`config.mk`:
```
export PLATFORM = sky130hd
export DESIGN_NAME = adder_share_ctrl
export DESIGN_NICKNAME = d
export VERILOG_FILES = /design/src/rtl/adder_ctrl_pkg.sv /design/src/rtl/adder_share_ctrl_rr_arbiter.sv /design/src/rtl/adder_structure_reg.sv /design/src/rtl/adder_share_ctrl.sv
export SDC_FILE = /design/constraint.sdc
export NUM_CORES = 1
export LEC_CHECK = 0
export ABC_AREA = 1
export BUFFER_PORTS_ARGS = -buffer_cell sky130_fd_sc_hd__buf_4
export CORE_UTILIZATION = 55
export CTS_BUF_LIST = sky130_fd_sc_hd__clkbuf_16
export CTS_CLUSTER_DIAMETER = 80
export CTS_CLUSTER_SIZE = 24
export DETAILED_ROUTE_END_ITERATION = 16
export PLACE_DENSITY_LB_ADDON = 0.12
export SKIP_CTS_REPAIR_TIMING = 1
export SLEW_MARGIN = 20
export SYNTH_ARGS = -nofsm -noshare
export SYNTH_HDL_FRONTEND = slang
export SYNTH_SLANG_ARGS = --single-unit
```
`constraint.sdc`:
```
create_clock -name clk -period 5.84 [get_ports clk]
set_input_delay 0.876 -clock clk [delete_from_list [all_inputs] [get_ports clk]]
set_output_delay 0.876 -clock clk [all_outputs]
set_load 0.02 [all_outputs]
```
`src/rtl/adder_ctrl_pkg.sv`:
```
// Shared definitions for the shared-adder controller: FSM state encoding and default datapath width.
package adder_ctrl_pkg;
    localparam int DEF_WIDTH = 32;

    typedef enum logic [1:0] {
        ST_IDLE = 2'd0,
        ST_EXEC = 2'd1,
        ST_RESP = 2'd2
    } state_t;
endpackage

```
`src/rtl/adder_share_ctrl_rr_arbiter.sv`:
```
// Combinational round-robin arbiter: picks the first asserted request at or after ptr, wrapping.
module rr_arbiter #(
    parameter  int NREQ = 4,
    localparam int IDW  = $clog2(NREQ)
) (
    input  logic [NREQ-1:0] req,
    input  logic [IDW-1:0]  ptr,
    input  logic            en,
    output logic [NREQ-1:0] gnt,
    output logic [IDW-1:0]  gnt_idx
);
    int unsigned    cand_s;
    logic [IDW-1:0] cand_idx_s;
    logic           found_s;

    // Scan requesters starting at ptr; the first valid one wins.
    always_comb begin
        gnt        = '0;
        gnt_idx    = '0;
        found_s    = 1'b0;
        cand_s     = 0;
        cand_idx_s = '0;
        for (int i = 0; i < NREQ; i++) begin
            cand_s     = (int'(ptr) + i) % NREQ;
            cand_idx_s = IDW'(cand_s);
            if (en && !found_s && req[cand_idx_s]) begin
                gnt[cand_idx_s] = 1'b1;
                gnt_idx         = cand_idx_s;
                found_s         = 1'b1;
            end else begin
                found_s = found_s;
            end
        end
    end
endmodule

```
`src/rtl/adder_structure_reg.sv`:
```
// Registered WIDTH-bit adder with carry-in and carry-out; result appears one edge after the operands.
module adder_structure_reg #(
    parameter int WIDTH = 32
) (
    input  logic             clk,
    input  logic             rst,
    input  logic [WIDTH-1:0] a,
    input  logic [WIDTH-1:0] b,
    input  logic             ci,
    output logic [WIDTH-1:0] s,
    output logic             co
);
    logic [WIDTH:0] sum_s;

    assign sum_s = {1'b0, a} + {1'b0, b} + {{WIDTH{1'b0}}, ci};

    // Output register for sum and carry.
    always_ff @(posedge clk) begin
        if (rst) begin
            s  <= '0;
            co <= 1'b0;
        end else begin
            s  <= sum_s[WIDTH-1:0];
            co <= sum_s[WIDTH];
        end
    end
endmodule

```
`src/rtl/adder_share_ctrl.sv`:
```
// Round-robin controller sharing one registered adder among NREQ requesters,
// returning a tagged response that is held until accepted.
module adder_share_ctrl
    import adder_ctrl_pkg::*;
#(
    parameter  int WIDTH = DEF_WIDTH,
    parameter  int NREQ  = 4,
    localparam int IDW   = $clog2(NREQ)
) (
    input  logic                  clk,
    input  logic                  rst,
    input  logic [NREQ-1:0]       req_valid,
    output logic [NREQ-1:0]       req_ready,
    input  logic [NREQ*WIDTH-1:0] req_a,
    input  logic [NREQ*WIDTH-1:0] req_b,
    input  logic [NREQ-1:0]       req_ci,
    output logic                  rsp_valid,
    input  logic                  rsp_ready,
    output logic [IDW-1:0]        rsp_id,
    output logic [WIDTH-1:0]      rsp_s,
    output logic                  rsp_co,
    output logic                  busy
);
    state_t          state_r;
    logic [IDW-1:0]  ptr_r;
    logic [IDW-1:0]  ptr_nxt_s;
    logic [IDW-1:0]  id_r;
    logic [IDW-1:0]  gnt_idx_s;
    logic [NREQ-1:0] gnt_s;
    logic [WIDTH-1:0] op_a_r;
    logic [WIDTH-1:0] op_b_r;
    logic             op_ci_r;
    logic [WIDTH-1:0] add_s_s;
    logic             add_co_s;
    logic             grant_en_s;
    logic             any_gnt_s;

    // A new grant may only issue when the adder slot is free or its response is leaving this cycle.
    assign grant_en_s = !rst && ((state_r == ST_IDLE) || ((state_r == ST_RESP) && rsp_ready));
    assign any_gnt_s  = |gnt_s;

    rr_arbiter #(.NREQ(NREQ)) u_arb (
        .req     (req_valid),
        .ptr     (ptr_r),
        .en      (grant_en_s),
        .gnt     (gnt_s),
        .gnt_idx (gnt_idx_s)
    );

    adder_structure_reg #(.WIDTH(WIDTH)) u_add (
        .clk (clk),
        .rst (rst),
        .a   (op_a_r),
        .b   (op_b_r),
        .ci  (op_ci_r),
        .s   (add_s_s),
        .co  (add_co_s)
    );

    // Pointer advances past the winner, wrapping at NREQ-1.
    always_comb begin
        if (gnt_idx_s == IDW'(NREQ - 1)) begin
            ptr_nxt_s = '0;
        end else begin
            ptr_nxt_s = gnt_idx_s + IDW'(1);
        end
    end

    // Control FSM: one cycle in EXEC for the adder register, then hold RESP until accepted.
    always_ff @(posedge clk) begin
        if (rst) begin
            state_r <= ST_IDLE;
        end else begin
            case (state_r)
                ST_IDLE: begin
                    if (any_gnt_s) state_r <= ST_EXEC;
                    else           state_r <= ST_IDLE;
                end
                ST_EXEC: state_r <= ST_RESP;
                ST_RESP: begin
                    if (rsp_ready) state_r <= any_gnt_s ? ST_EXEC : ST_IDLE;
                    else           state_r <= ST_RESP;
                end
                default: state_r <= ST_IDLE;
            endcase
        end
    end

    // Operand, tag and pointer capture on the grant edge; held otherwise.
    always_ff @(posedge clk) begin
        if (rst) begin
            ptr_r   <= '0;
            id_r    <= '0;
            op_a_r  <= '0;
            op_b_r  <= '0;
            op_ci_r <= 1'b0;
        end else if (any_gnt_s) begin
            ptr_r   <= ptr_nxt_s;
            id_r    <= gnt_idx_s;
            op_a_r  <= req_a[gnt_idx_s*WIDTH +: WIDTH];
            op_b_r  <= req_b[gnt_idx_s*WIDTH +: WIDTH];
            op_ci_r <= req_ci[gnt_idx_s];
        end else begin
            ptr_r   <= ptr_r;
            id_r    <= id_r;
            op_a_r  <= op_a_r;
            op_b_r  <= op_b_r;
            op_ci_r <= op_ci_r;
        end
    end

    assign req_ready = gnt_s;
    assign rsp_valid = (state_r == ST_RESP);
    assign rsp_id    = id_r;
    assign rsp_s     = rsp_valid ? add_s_s : '0;
    assign rsp_co    = rsp_valid & add_co_s;
    assign busy      = (state_r != ST_IDLE);
endmodule

```
## Word level (Yosys, flattened, before mapping)

Cells that the tools add are included.

- $add $sub $neg: 6
- Shift operators: 2
- Reduce and logical (&&, ||, !) cells: 21
- Bitwise logic cells: 4
- Mux-type cells: 34
- Equal/unequal tests: 3
- $lt $le $gt $ge: 9

Operator list:

| cell | number |
|---|---|
| $shiftx A128 B8 Y32 | 2 |
| $add A32 B32 Y33 | 1 |
| $add A33 B1 Y33 | 1 |
| $mux W32 | 1 |
| $mux W4 | 4 |
| $lt A2 B3 Y1 const B | 5 |
| $logic_and A1 B1 Y1 | 13 |
| $mux W1 | 13 |
| $mux W2 | 6 |
| $or A4 B4 Y4 | 3 |
| $bmux W1 S2 | 5 |
| $demux W1 S2 | 4 |
| $ge A2 B1 Y1 const B | 4 |
| $pmux W2 S3 | 1 |
| $add A2 B1 Y2 const B | 2 |
| $add A2 B2 Y2 const B | 2 |
| $eq A2 B2 Y1 const B | 2 |
| $logic_not A1 Y1 | 4 |
| $reduce_or A4 Y1 | 1 |
| $eq A2 B1 Y1 const B | 1 |
| $logic_not A2 Y1 | 1 |
| $reduce_bool A2 Y1 | 1 |
| $and A1 B1 Y1 | 1 |
| $logic_or A1 B1 Y1 | 1 |

- Flip-flop bits (word level): 104
- Bits of input ports: 267
- Output and inout port bits: 41

## Depth between registers and ports, before layout

- Depth in word-level cells: 22
- Mapped depth: 18
- Mapped depth without buffers: 16

## By module

From an unflattened synthesis, not the netlist that was laid out.

- Cells, all modules: 1519
- Area, all modules: 8772.2 um^2

Modules (own cells, without submodules):

| module | seq. area each (um^2) | cells an instance | area an instance (um^2) | instances |
|---|---|---|---|---|
| adder_share_ctrl | 1421.4 | 858 | 4906.0 | 1 |
| adder_structure_reg | 660.6 | 579 | 3360.7 | 1 |
| rr_arbiter | 0.0 | 82 | 505.5 | 1 |

## Worst setup path after synthesis

OpenSTA, ideal clock, no wires.

- Path kind: input-to-output
- Start: input rst
- End: output req_ready[1]
- Stages on the path: 7
- Buffers on the path: 0
- Data required time: 4.964 ns
- Slack: 3.238 ns
- Arrival time: 1.726 ns
- Cells stage by stage: inv_2 > nand2_1 > a21oi_2 > nand2_2 > nor2_8 > nand3_1 > nand3_2

- Longest elaborated chain between the ends: 16
- Elaborated cells on any way between the ends: 22

RTL lines:

| element | RTL line | text |
|---|---|---|
| start: declaration | adder_share_ctrl.sv:11 | `input logic rst,` |
| $logic_not A1 Y1 (*) | adder_share_ctrl.sv:39 | `assign grant_en_s = !rst && ((state_r == ST_IDLE) \|\| ((state_r == ST_RESP) && rsp_ready));` |
| $logic_and A1 B1 Y1 (*) | adder_share_ctrl.sv:39 |  |
| $logic_and A1 B1 Y1 | adder_share_ctrl_rr_arbiter.sv:26 | `if (en && !found_s && req[cand_idx_s]) begin` |
| $mux W1 | adder_share_ctrl_rr_arbiter.sv:26 |  |
| $logic_not A1 Y1 | adder_share_ctrl_rr_arbiter.sv:26 |  |
| $logic_and A1 B1 Y1 (2 in a row) | adder_share_ctrl_rr_arbiter.sv:26 |  |
| $mux W1 | adder_share_ctrl_rr_arbiter.sv:26 |  |
| $logic_not A1 Y1 | adder_share_ctrl_rr_arbiter.sv:26 |  |
| $logic_and A1 B1 Y1 (2 in a row) | adder_share_ctrl_rr_arbiter.sv:26 |  |
| $mux W1 | adder_share_ctrl_rr_arbiter.sv:26 |  |
| $logic_not A1 Y1 | adder_share_ctrl_rr_arbiter.sv:26 |  |
| $logic_and A1 B1 Y1 (2 in a row) | adder_share_ctrl_rr_arbiter.sv:26 |  |
| $mux W4 (*) | adder_share_ctrl_rr_arbiter.sv:26 |  |
| end: declaration | adder_share_ctrl.sv:13 | `output logic [NREQ-1:0] req_ready,` |

Mark *: on every way between the ends. The rest lies on a longest branch, timed or not.

## Final worst setup path

- Start: register ptr_r[0]
- End: register op_ci_r

- Longest elaborated chain between the ends: 18
- Elaborated cells on any way between the ends: 58

RTL lines:

| element | RTL line | text |
|---|---|---|
| start: declaration | adder_share_ctrl.sv:25 | `logic [IDW-1:0] ptr_r;` |
| start signal: assignment | adder_share_ctrl.sv:98 | `ptr_r <= ptr_nxt_s;` |
| start signal: assignment | adder_share_ctrl.sv:104 | `ptr_r <= ptr_r;` |
| parallel branches: the longest is 18 deep, another holds $lt A2 B3 Y1 | - |  |
| end signal: assignment | adder_share_ctrl.sv:102 | `op_ci_r <= req_ci[gnt_idx_s];` |
| end signal: assignment | adder_share_ctrl.sv:108 | `op_ci_r <= op_ci_r;` |
| end: declaration | adder_share_ctrl.sv:32 | `logic op_ci_r;` |

Parallel ways; which one is timed is not known. The select of a mux whose other input is x is not followed.
A chain may end at the register's enable or synchronous reset.

==> run summary <==
Final Cycle Share - 63.7%
I/O Buffers - 307
Routed Antenna Nets - 0
RSZ-0062 raised after global routing - no
Switching share of power - 53.5%
Nets - 2,352
Syn_area_per_cell - 5.43 sq um
Hold WC Path Type - flip-flop to flip-flop
Final core occ - 71.0%
CP endpoint kind - flip-flop
Final setup viols - 0
Synth warnings - 0
Hold Crit Depth - 2
Lkg Pwr - 7.31 nW
Grt met3 use - 5.91%
Status - finished clean
Die span in x - 136 um
Iteration-0 DRC Markers - 924
Min cycle time layout - 3.72 ns
Crit path required time - 6.09 ns
Clock skew - 0.0109 ns
Clock power share - 10.6%
Fraction of registers with async set/reset - 0%
P_int - 2.46 mW
GRT overflow - 0
Worst slew pin tran - 0.953 ns
Number of synthesized register bits - 104
Seq pwr share - 21.5%
HP Start - rsp_id[0]$_SDFFE_PP0N_
Multi-input logic area - 5680 sq um
CTS Buf Count - 9
Cell Area, Synth - 9820 sq um
Critical path's slowest cell - dfxtp_1
Final Hold Viols - 0
Largest stage delay, worst path - 0.58 ns
CTS Root Cell - clkbuf_16
Busiest grt layer - met2
Worst skew pair latency - 0.36 ns
Slew Viols, Final - 0
Clk sink count - 104
NetSw - 2.82 mW
Critical R2R Capture - op_ci_r$_SDFFE_PP0N_
Initial Utilization - 56.6%
Die area - 18,400 sq um
EDFF count, synth - 0
Share of layout cells above drive strength 1 - 17.9%
Synth Net Count - 2,116
Worst-path clk slew - 0.07 ns
GP Congestion - 0.962
Row cnt - 48
Logic pwr share - 67.8%
Area grow syn2layout - 25.4%
# DRC - 0
Fmax - 0.269 GHz
Core Region - 17,400 sq um
Arrival @ worst endpoint - 3.97 ns
H-tree Lvls - 3
Pre-antenna DRT Iters - 7
Register area share after synthesis - 21.2%
Reg2reg start - ptr_r[0]$_SDFFE_PP0N_
VDD IR max - 0.280 mV
Hpwl dp - 24,300 um
Reg2Reg Depth - 16
Vias per cell - 5.19
Post-synthesis cell count - 1,809
Largest net degree at the start of global routing - 93
Global-route wire length before repair - 50,200 um
Crit path top cell by count - nand2_1
Clock tree buffer depth - 2
CP Launch Type - flip-flop
Netlist cell types - 36
Power per cell area - 429 nW/um^2
Reg area - 2080 sq um
GR Util met1 - 43.6%
Critical path class - flip-flop to flip-flop
Post-synth top flop - dfxtp_1
Vias in the first global route - 10,600
Crit path max fanout - 55
Worst R2R Setup Slack - 2.12 ns
Die Span Y - 136 um
Fillers - 1,526
Antenna diodes - 0
CTS tree - built
Worst Hold Path EP - rsp_id[0]$_SDFFE_PP0N_
Total GRT Usage - 34.5%
Max-cap violations - 0
Vias - 11,800
Critical path cell sequence - inv_4 -> ha_1 -> inv_1 -> nand3_1 -> nand2_2 -> nand3_2 -> nand2_1 -> inv_1 -> nand2_4 -> nand2_4 -> buf_4 -> nand2_1 -> nand3_1 -> nand2_1 -> nor2_1 -> nor2_1
Sum Neg Setup Slack - 0 ns
Max-slew headroom - 36.5%
Initial antenna violation count - 0
I/O pins - 308
Met2 Usage GRT - 56.8%
DRT Wirelength - 31,400 um
Avg WL per Cell - 13.8 um
-- power groups by stage --
stage | sequential (mW) | combinational, mW | clock [mW]
floorplan | 1.07 | 2.77 | 0
global placement | 1.14 | 3.47 | 0
detailed placement | 1.15 | 3.51 | 0
CTS | 1.13 | 3.54 | 0.567
global route | 1.15 | 4.02 | 0.594
finish | 1.14 | 3.58 | 0.562
-- synthesized netlist by cell type, types with 2 or more instances --
| master | number | area share (%) |
|---|---|---|
| a21o_1 | 3 | 0.23 |
| a21oi_1 | 69 | 3.5 |
| a21oi_2 | 2 | 0.18 |
| buf_1 | 4 | 0.15 |
| buf_2 | 48 | 2.4 |
| buf_4 | 11 | 0.84 |
| buf_6 | 5 | 0.57 |
| clkbuf_1 | 24 | 0.92 |
| dfxtp_1 | 104 | 21 |
| fa_1 | 2 | 0.41 |
| ha_1 | 38 | 4.8 |
| inv_1 | 421 | 16 |
| inv_2 | 8 | 0.31 |
| nand2_1 | 372 | 14 |
| nand2_2 | 7 | 0.45 |
| nand3_1 | 361 | 18 |
| nand3_2 | 8 | 0.82 |
| nand4_1 | 5 | 0.32 |
| nor2_1 | 237 | 9.1 |
| nor2_2 | 3 | 0.19 |
| nor3_1 | 5 | 0.25 |
| o211ai_1 | 4 | 0.31 |
| o21a_1 | 9 | 0.69 |
| o21ai_0 | 41 | 2.1 |
| o21bai_1 | 7 | 0.54 |
-- cells in the final DEF, fill, tap and decap left out, drive strengths merged --
| master | n |
|---|---|
| a21oi | 71 |
| nor2 | 241 |
| clkinv | 3 |
| a21boi | 1 |
| and3 | 1 |
| o21bai | 7 |
| ha | 38 |
| a31oi | 1 |
| o21a | 9 |
| nand2 | 380 |
| or2 | 2 |
| nand3b | 1 |
| inv | 432 |
| nor3 | 6 |
| clkbuf | 9 |
| nand3 | 369 |
| o21ai | 41 |
| fa | 2 |
| buf | 317 |
| clkinvlp | 2 |
| dfxtp | 104 |
| o211ai | 4 |
| o31ai | 1 |
| a21o | 3 |
| nand4 | 5 |
-- area by class of cell --
cell class,instances,share of cell area [%]
Multi-Input combinational cell,1183,46.1
Clock buffer,9,1.83
Inverter,430,13.1
Tap cell,225,2.29
Sequential cell,104,16.9
Timing Repair Buffer,317,19.3
Clock inverter,7,0.386
-- per-stage QoR --
step           cell area (sq um)  hold WS (ns)  total power, mW  worst slack, ns  instances
2_1_floorplan               9820         0.457             3.84             3.24       1809
6_report                   12300         0.508             5.28             2.12       2275
3_3_place_gp               12000         0.468             4.60             2.08       2259
4_1_cts                    12300         0.507             5.24             2.16       2275
5_1_grt                    12300         0.534             5.77             1.77       2275
3_5_place_dp               12000         0.494             4.65             2.12       2259
-- registers in the layout (all words and copies together), names as in the netlist --
name      count
op_a_r       32
rsp_id        2
op_ci_r       1
u_add.s      32
op_b_r       32
state_r       2
u_add.co      1
ptr_r         2
-- routing by layer --
metal | part of all wire, % | up-vias
met3 | 8.1 | 88
met2 | 46 | 539
li1 | - | 5978
met5 | 0 | -
met1 | 41 | 5210
met4 | 4.3 | 0
-- kinds of logic (layout without fill, tap and decap cells) --
group	after synthesis	in the layout	synth area share, %
DFF	104	104	21.2
and+or+nand+nor	1005	1005	44.4
AOI/OAI and AO/OA	138	138	7.76
buffers and inverters	522	763	21.4
adders and majority gates	40	40	5.25
-- worst max-delay path, delay by kind of cell, from the launching register on --
| kind | cells | cell delay (ns) |
|---|---|---|
| simple gates | 11 | 1.72 |
| buf+inv | 4 | 0.79 |
| flops | 1 | 0.58 |
| fa+ha+maj | 1 | 0.43 |
-- how the worst max path moves through the flow --
stage / startpoint / end / slack (ns)
5_1_grt: ptr_r[0]$_SDFFE_PP0N_ / op_b_r[11]$_SDFFE_PP0N_ / 1.77
6_report: ptr_r[0]$_SDFFE_PP0N_ / op_ci_r$_SDFFE_PP0N_ / 2.12
3_3_place_gp: rst / op_b_r[6]$_SDFFE_PP0N_ / 2.08
3_5_place_dp: rst / op_ci_r$_SDFFE_PP0N_ / 2.12
4_1_cts: ptr_r[0]$_SDFFE_PP0N_ / op_ci_r$_SDFFE_PP0N_ / 2.16
2_1_floorplan: rst / req_ready[1] / 3.24
No activity file was read; power rests on OpenSTA's default activity.
